[src/rtl/hazard_scoreboard_pkg.sv]
// Shared definitions for the decode-stage RAW hazard scoreboard.
// Stage indices name the tracked slots behind decode.
package hazard_scoreboard_pkg;

   localparam int REG_ID_W = 5;

   localparam int STG_EX  = 0;
   localparam int STG_MEM = 1;
   localparam int STG_WB  = 2;

   typedef logic [REG_ID_W-1:0] reg_id_t;

   // A source only matches when the instruction actually reads it.
   function automatic logic src_match(input logic used, input reg_id_t src, input reg_id_t dst);
      return used && (src == dst);
   endfunction

endpackage

[src/rtl/hazard_scoreboard_sb_entry.sv]
// One scoreboard slot: in-flight destination id with valid qualifier,
// plus the compare against both decode source registers.
module sb_entry
   import hazard_scoreboard_pkg::*;
#(
   parameter bit CMP_EN = 1'b1
) (
   input  logic    clk,
   input  logic    rst,
   input  logic    advance,
   input  logic    in_valid,
   input  reg_id_t in_reg,
   input  reg_id_t id_rs,
   input  logic    id_rs_used,
   input  reg_id_t id_rt,
   input  logic    id_rt_used,
   output logic    valid,
   output reg_id_t gated_reg,
   output logic    hit
);

   reg_id_t reg_q;

   always_ff @(posedge clk or posedge rst) begin
      if (rst) begin
         valid <= 1'b0;
         reg_q <= '0;
      end else if (advance) begin
         valid <= in_valid;
         reg_q <= in_reg;
      end
   end

   // Downstream consumers must never see a stale id from a dead slot.
   assign gated_reg = reg_q & {REG_ID_W{valid}};

   assign hit = CMP_EN & valid &
                (src_match(id_rs_used, id_rs, reg_q) | src_match(id_rt_used, id_rt, reg_q));

endmodule

[src/rtl/hazard_scoreboard.sv]
// Decode-stage RAW hazard controller: tracks destinations from EX to WB,
// stalls decode on a match, and counts hazard-stall cycles.
module hazard_scoreboard
   import hazard_scoreboard_pkg::*;
#(
   parameter int unsigned DEPTH     = 3,
   parameter bit          WB_BYPASS = 1'b1,
   parameter int unsigned CNT_W     = 16
) (
   input  logic                      clk,
   input  logic                      rst,
   input  logic                      id_valid,
   input  logic [REG_ID_W-1:0]       id_rs,
   input  logic                      id_rs_used,
   input  logic [REG_ID_W-1:0]       id_rt,
   input  logic                      id_rt_used,
   input  logic                      id_wr_en,
   input  logic [REG_ID_W-1:0]       id_wr_reg,
   input  logic                      hold,
   input  logic                      flush,
   output logic                      stall,
   output logic [REG_ID_W*DEPTH-1:0] stage_wr_reg,
   output logic [DEPTH-1:0]          stage_wr_en,
   output logic [CNT_W-1:0]          stall_cnt
);

   logic [DEPTH-1:0] hit;
   logic [DEPTH-1:0] slot_in_valid;
   reg_id_t          slot_in_reg [DEPTH];
   reg_id_t          slot_gated  [DEPTH];
   logic             hazard;
   logic             advance;

   // Flush outranks the hazard: the decode instruction is being killed anyway.
   assign hazard  = id_valid & ~flush & (|hit);
   assign stall   = hold | hazard;
   assign advance = ~hold;

   genvar k;
   generate
      for (k = 0; k < DEPTH; k++) begin : g_slot
         if (k == STG_EX) begin : g_ins
            assign slot_in_valid[k] = id_valid & id_wr_en & ~hazard & ~flush;
            assign slot_in_reg[k]   = id_wr_reg;
         end else if (k == STG_MEM) begin : g_kill
            // The redirecting instruction's shadow in EX dies on flush.
            assign slot_in_valid[k] = stage_wr_en[k-1] & ~flush;
            assign slot_in_reg[k]   = slot_in_reg_prev(k);
         end else begin : g_shift
            assign slot_in_valid[k] = stage_wr_en[k-1];
            assign slot_in_reg[k]   = slot_in_reg_prev(k);
         end

         sb_entry #(
            .CMP_EN (!(WB_BYPASS && (k == DEPTH-1)))
         ) u_entry (
            .clk        (clk),
            .rst        (rst),
            .advance    (advance),
            .in_valid   (slot_in_valid[k]),
            .in_reg     (slot_in_reg[k]),
            .id_rs      (id_rs),
            .id_rs_used (id_rs_used),
            .id_rt      (id_rt),
            .id_rt_used (id_rt_used),
            .valid      (stage_wr_en[k]),
            .gated_reg  (slot_gated[k]),
            .hit        (hit[k])
         );

         assign stage_wr_reg[REG_ID_W*k +: REG_ID_W] = slot_gated[k];
      end
   endgenerate

   // The gated id is exactly what a shifted slot needs: a dead slot carries 0.
   function automatic reg_id_t slot_in_reg_prev(input int idx);
      return slot_gated[idx-1];
   endfunction

   always_ff @(posedge clk or posedge rst) begin
      if (rst) begin
         stall_cnt <= '0;
      end else if (advance && hazard && (stall_cnt != {CNT_W{1'b1}})) begin
         stall_cnt <= stall_cnt + CNT_W'(1);
      end
   end

endmodule

[config.mk]
export PLATFORM = sky130hd
export DESIGN_NAME = hazard_scoreboard
export DESIGN_NICKNAME = d
export VERILOG_FILES = /design/src/rtl/hazard_scoreboard_pkg.sv /design/src/rtl/hazard_scoreboard_sb_entry.sv /design/src/rtl/hazard_scoreboard.sv
export SDC_FILE = /design/constraint.sdc
export NUM_CORES = 1
export LEC_CHECK = 0
export ABC_CLOCK_PERIOD_IN_PS = 1600
export CORE_MARGIN = 5
export CORE_UTILIZATION = 42
export CTS_CLUSTER_DIAMETER = 120
export CTS_CLUSTER_SIZE = 10
export DETAILED_ROUTE_END_ITERATION = 10
export PLACE_DENSITY_LB_ADDON = 0.12
export SYNTH_ARGS = -nofsm -noshare
export SYNTH_HDL_FRONTEND = slang
export SYNTH_SLANG_ARGS = --single-unit
[constraint.sdc]
create_clock -name clk -period 1.6 [get_ports clk]
set_input_delay 0.24 -clock clk [delete_from_list [all_inputs] [get_ports clk]]
set_output_delay 0.24 -clock clk [all_outputs]
set_load 0.05 [all_outputs]
==> Word level (Yosys, flattened, before mapping) <==
Index checks and enable logic that the tools add are counted.
{ "totals": {"wordCells": 37, "regBits": 34, "out_inout_bits": 35, "input_bits": 23} }
{ "classes": {"n_eq_ne": 5, "reduce_logical": 7, "addsub": 1, "bitwise": 17} }
{ "op_table": {"columns": ["operator", "n"], "rows": [
  ["== test 5 bit", 4],
  ["adder 16 x 1 -> 16 bit (second input constant)", 1],
  ["inequality test 16 bit (second input constant)", 1],
  ["AND 5 bit", 3],
  ["AND 1 bit", 8],
  ["logical AND 1 bit", 6],
  ["inverter 1 bit", 3],
  ["OR 1 bit", 3],
  ["OR reduction 2 bit", 1]
]} }

==> Depth between registers and ports, before layout <==
{ "depth": {"ltp_word": 9, "mapped_depth": 7, "ltp_nobuf": 6} }

==> Hierarchy <==
From an unflattened synthesis, not the netlist that was laid out.
{ "hier_totals": {"cells_unflattened": 178, "hier_area_um2": 2001.9} }
{ "modules_own_cells": {"columns": ["module", "seq_area_each_um2", "cells_per_inst", "instances", "area_per_inst_um2"], "rows": [
  ["hazard_scoreboard", 400.4, 89, 1, 953.4],
  ["sb_entry (g_slot[0].u_entry ...)", 150.1, 34, 2, 375.4],
  ["sb_entry (g_slot[2].u_entry)", 150.1, 21, 1, 297.8]
]} }

==> Worst setup path after synthesis <==
OpenSTA, ideal clock, no wires.
{ "synth_path": {"kind": "flip-flop to flip-flop", "from": "register stall_cnt[2]", "to": "register stall_cnt[1]", "slack_ns": -0.432, "setup_ns": 0.125, "t_required_ns": 1.475, "stages_incl_launch_ff": 7, "t_arrival_ns": 1.907, "n_path_buf": 0, "path_cell_list": "dfrtp_1 and4_2 and3_2 nand3_1 and2_2 nand2_2 mux2_4"} }
{ "synth_between": {"elab_chain_cells": 2} }
{ "synth_rtl": {"columns": ["item", "line", "text"], "rows": [
  ["from (decl)", "hazard_scoreboard.sv:24", "output logic [CNT_W-1:0] stall_cnt"],
  ["from (signal assigned)", "hazard_scoreboard.sv:84", "stall_cnt <= stall_cnt + CNT_W'(1);"],
  ["inequality test 16 bit", "hazard_scoreboard.sv:83", "end else if (advance && hazard && (stall_cnt != {CNT_W{1'b1}})) begin"],
  ["logical AND 1 bit", "hazard_scoreboard.sv:83", null]
]} }
Every way passes these cells.
A chain may end at the register's enable or synchronous reset.

==> Final worst setup path <==
{ "layout_path": {"from": "register g_slot[0].u_entry.reg_q[0]", "to": "output port stall"} }
{ "layout_between": {"elab_chain_cells": 7, "word_cells_on_any_way": 9, "classes_between": "2 x eq/ne; 4 x bitwise; 3 x reduce/logical"} }
{ "layout_rtl": {"columns": ["item", "line", "text"], "rows": [
  ["from (decl)", "hazard_scoreboard_sb_entry.sv:22", "reg_id_t reg_q;"],
  ["from (signal assigned)", "hazard_scoreboard_sb_entry.sv:30", "reg_q <= in_reg;"],
  ["== test 5 bit", "hazard_scoreboard_pkg.sv:15", "return used && (src == dst);"],
  ["logical AND 1 bit", "hazard_scoreboard_pkg.sv:15", null],
  ["OR 1 bit *", "hazard_scoreboard_sb_entry.sv:38", "(src_match(id_rs_used, id_rs, reg_q) | src_match(id_rt_used, id_rt, reg_q));"],
  ["AND 1 bit *", "hazard_scoreboard_sb_entry.sv:37", "assign hit = CMP_EN & valid &"],
  ["OR reduction 2 bit *", "hazard_scoreboard.sv:35", "assign hazard = id_valid & ~flush & (|hit);"],
  ["AND 1 bit *", "hazard_scoreboard.sv:35", null],
  ["OR 1 bit *", "hazard_scoreboard.sv:36", "assign stall = hold | hazard;"],
  ["to (decl)", "hazard_scoreboard.sv:21", "output logic stall,"]
]} }
Every way passes the cells marked *; elsewhere a longest branch is shown, timed or not.

==> out/results.tsv <==
metric	value	unit
power per cell area	677	mW/mm²
vias per inst	5.34	
CTS tree	done	
Synth area leader	dfrtp_1	
total nets after synthesis	189	
Switching Share	23.8	%
Yosys reg bits	34	
Top Ports	58	
Yosys cell types	30	
DIE AREA	0.00599	mm²
unrepaired setup endpoints after global routing	true	
Worst Slack Setup Final	-0.458	ns
final WL	5710	µm
max frequency	486	MHz
CP max FO	4	
cts hold-fix bufs	0	
Worst EP required	1.36	ns
Setup-failing EPs final	18	
commonest non-fill, non-tap cells in the layout	45 x buf_4, 23 x dfrtp_1, 19 x clkdlybuf4s50_1, 19 x buf_12	
row count	24	
mapped cell area	0.00191	mm²
top cells by area, synth	dfrtp_1 45%, mux2_2 9.4%, xnor2_1 7.3%	
VDD IR max	0.706	mV
Gate Count Post-Synth	165	
global placer's final weighted congestion	0.963	
hpwl dp	3840	µm
P_sw	0.531	mW
Crit. End Element	output port	
Leakage	1.58	nW
drt first-iter violations	90	
post-layout min period	2.06	ns
CP arrival	1.82	ns
clock transition at the registers of the reported paths	0.08	ns
Top FF cell, synth	dfrtp_1	
critical path startpoint category	flip-flop	
Die Wd	77.4	µm
pin count of the biggest net entering global routing	35	
final number of hold-violating endpoints	0	
clk_skew	0.00840	ns
HP Class	input pin to async pin	
DP Cell Count	296	
DR vias	1677	
Reg power frac	40.9	%
H-tree depth	2	
share of post-route cells with drive strength above 1	54.6	%
ant diodes	0	
global-route wire length before repair	8630	µm
Synth async-reset ratio	100	%
wire per inst	18.2	µm
antenna violations before repair	0	
Slew Viols, Final	0	
syn avg cell area	11.6	µm²
Clk pwr share	42.8	%
port bufs	57	
Longest Clk Path Bufs	2	
area grow syn2layout	72.8	%
Seq/Total Area, Yosys	44.6	%
CP delay by family, top	simple AND/OR/NAND/NOR gates	
First-pass DRT Iterations	4	
GRT Total Usage	18.0	%
Max-slew headroom	71.2	%
TritonCTS buffer count	5	
die height	77.4	µm
Crit Path Class	flip-flop to output port	
Finished Layout Cells	314	
Ys Warns	0	
max cap viols	0	
vias in the first global route	1778	
slowest CP cell	dfrtp_1	
Internal	1.70	mW
clock insertion delay at the later pin of the skew report	0.29	ns
CP peak stage delay	0.42	ns
DRC	0	
Core Area	0.00438	mm²
EDFF count, synth	0	
Post-DRT Antenna Nets	0	
TritonCTS Sinks	34	
gr ovfl total	0	
crit-path cells	xor2_1 > nor4_2 > nand4_1 > nand4_4 > a31o_4 > buf_12	
minimum hold slack	0.339	ns
failing checks	setup timing	
total power	2.23	mW
worst-margin pin slew	0.432	ns
starting density of the core	43.5	%
Synth top area share	44.6	%
Final TNS setup	-6.56	ns
Worst Path Buf+Inv	1	
commonest non-fill, non-tap cell in the layout	buf_4	
CTS root buf	clkbuf_8	
final net count	285	
status	finished with violations	
Final period util	129	%
Comb pwr share	16.3	%
[flip-flops by register name, indices dropped and copies added (netlist names)]
name,count
stall_cnt,16
g_slot.u_entry.valid,3
g_slot.u_entry.reg_q,15
[worst paths after layout]
kind	startpoint	end	slack, ns	cells after the start
max in group asynchronous	rst	g_slot[1].u_entry.reg_q[1]	0.92	3
max	g_slot[0].u_entry.reg_q[0]	stall	-0.46	6
min	rst	stall_cnt[9]	0.34	3
max reg2reg	g_slot[0].u_entry.reg_q[0]	stall_cnt[1]	-0.44	9
min in group clk	stall_cnt[5]	stall_cnt[5]	0.49	1
min reg2reg	stall_cnt[5]	stall_cnt[5]	0.49	1
[synth_stat cells, types with 2 or more instances]
master,number
and3_1,5
mux2_4,3
nand3_1,5
nand4_2,3
nor4_1,4
xor2_1,16
inv_1,3
o21ai_0,2
nand2b_1,3
and4_2,2
and2_2,4
nand2_1,5
buf_4,3
nand4_1,11
xnor2_1,16
dfrtp_1,34
mux2_2,16
and3_2,4
and2_1,15
[worst reg2reg max path, stage by stage (launching register included)]
cell	delay [ns]
dfrtp_1	0.42
xor2_1	0.17
nor4_2	0.32
nand4_1	0.20
nand4_4	0.12
buf_6	0.13
buf_8	0.13
buf_6	0.10
nand2_4	0.04
mux2_4	0.29
[per-layer routing]
layer / vias to the layer above / wire length (µm) / part of all wire (%) / track usage [%]
li1: 772 / - / - / -
met1: 818 / 2110 / 37 / 20.6
met2: 73 / 3100 / 54 / 31.6
met3: 14 / 341 / 6.0 / 5.79
met4: 0 / 160 / 2.8 / 6.36
met5: - / 0 / 0 / 0
[power groups by stage]
| stage | combinational (mW) | sequential [mW] | clock (mW) |
|---|---|---|---|
| 6_report | 0.364 | 0.914 | 0.954 |
| 5_1_grt | 0.385 | 0.918 | 1.03 |
| 4_1_cts | 0.353 | 0.913 | 0.978 |
| 2_1_floorplan | 0.156 | 0.934 | 0 |
| 3_3_place_gp | 0.330 | 0.931 | 0 |
| 3_5_place_dp | 0.340 | 0.932 | 0 |
[kinds of logic after synthesis]
family	after synthesis	share of synthesized area, %
simple gates	66	24.0
flops	34	44.6
buf+inv	9	2.75
mux	20	12.3
fa+ha+maj	1	0.656
compound gates	3	0.984
xor+xnor	32	14.7
[area by class of cell]
class,instances,area [µm²]
clock buffers,5,68.8
clock inverters,3,68.8
fillers,276,1090
inverters,3,11.3
multi-input cells,122,1160
flip-flops and latches,34,865
well taps,52,65.1
repair buffers,95,1060
[what timing repair did]
item | 4_1_cts | 5_1_grt
pin swaps | 13 | 18
endpoints found under the setup margin | 17 | 19
resized for setup | 5 | 30
cloned | 1 | 0
buffers inserted | 7 | 3
[per-stage QoR]
step	area, µm²	setup WS [ns]	util, %
floorplan	1950	-0.156	-
global placement	2890	-0.527	66.0
detailed placement	2890	-0.621	66.0
CTS	3120	-0.467	71.2
global route	3300	-0.580	75.2
finish	3300	-0.458	75.2
Power figures use the tool's default switching activity.
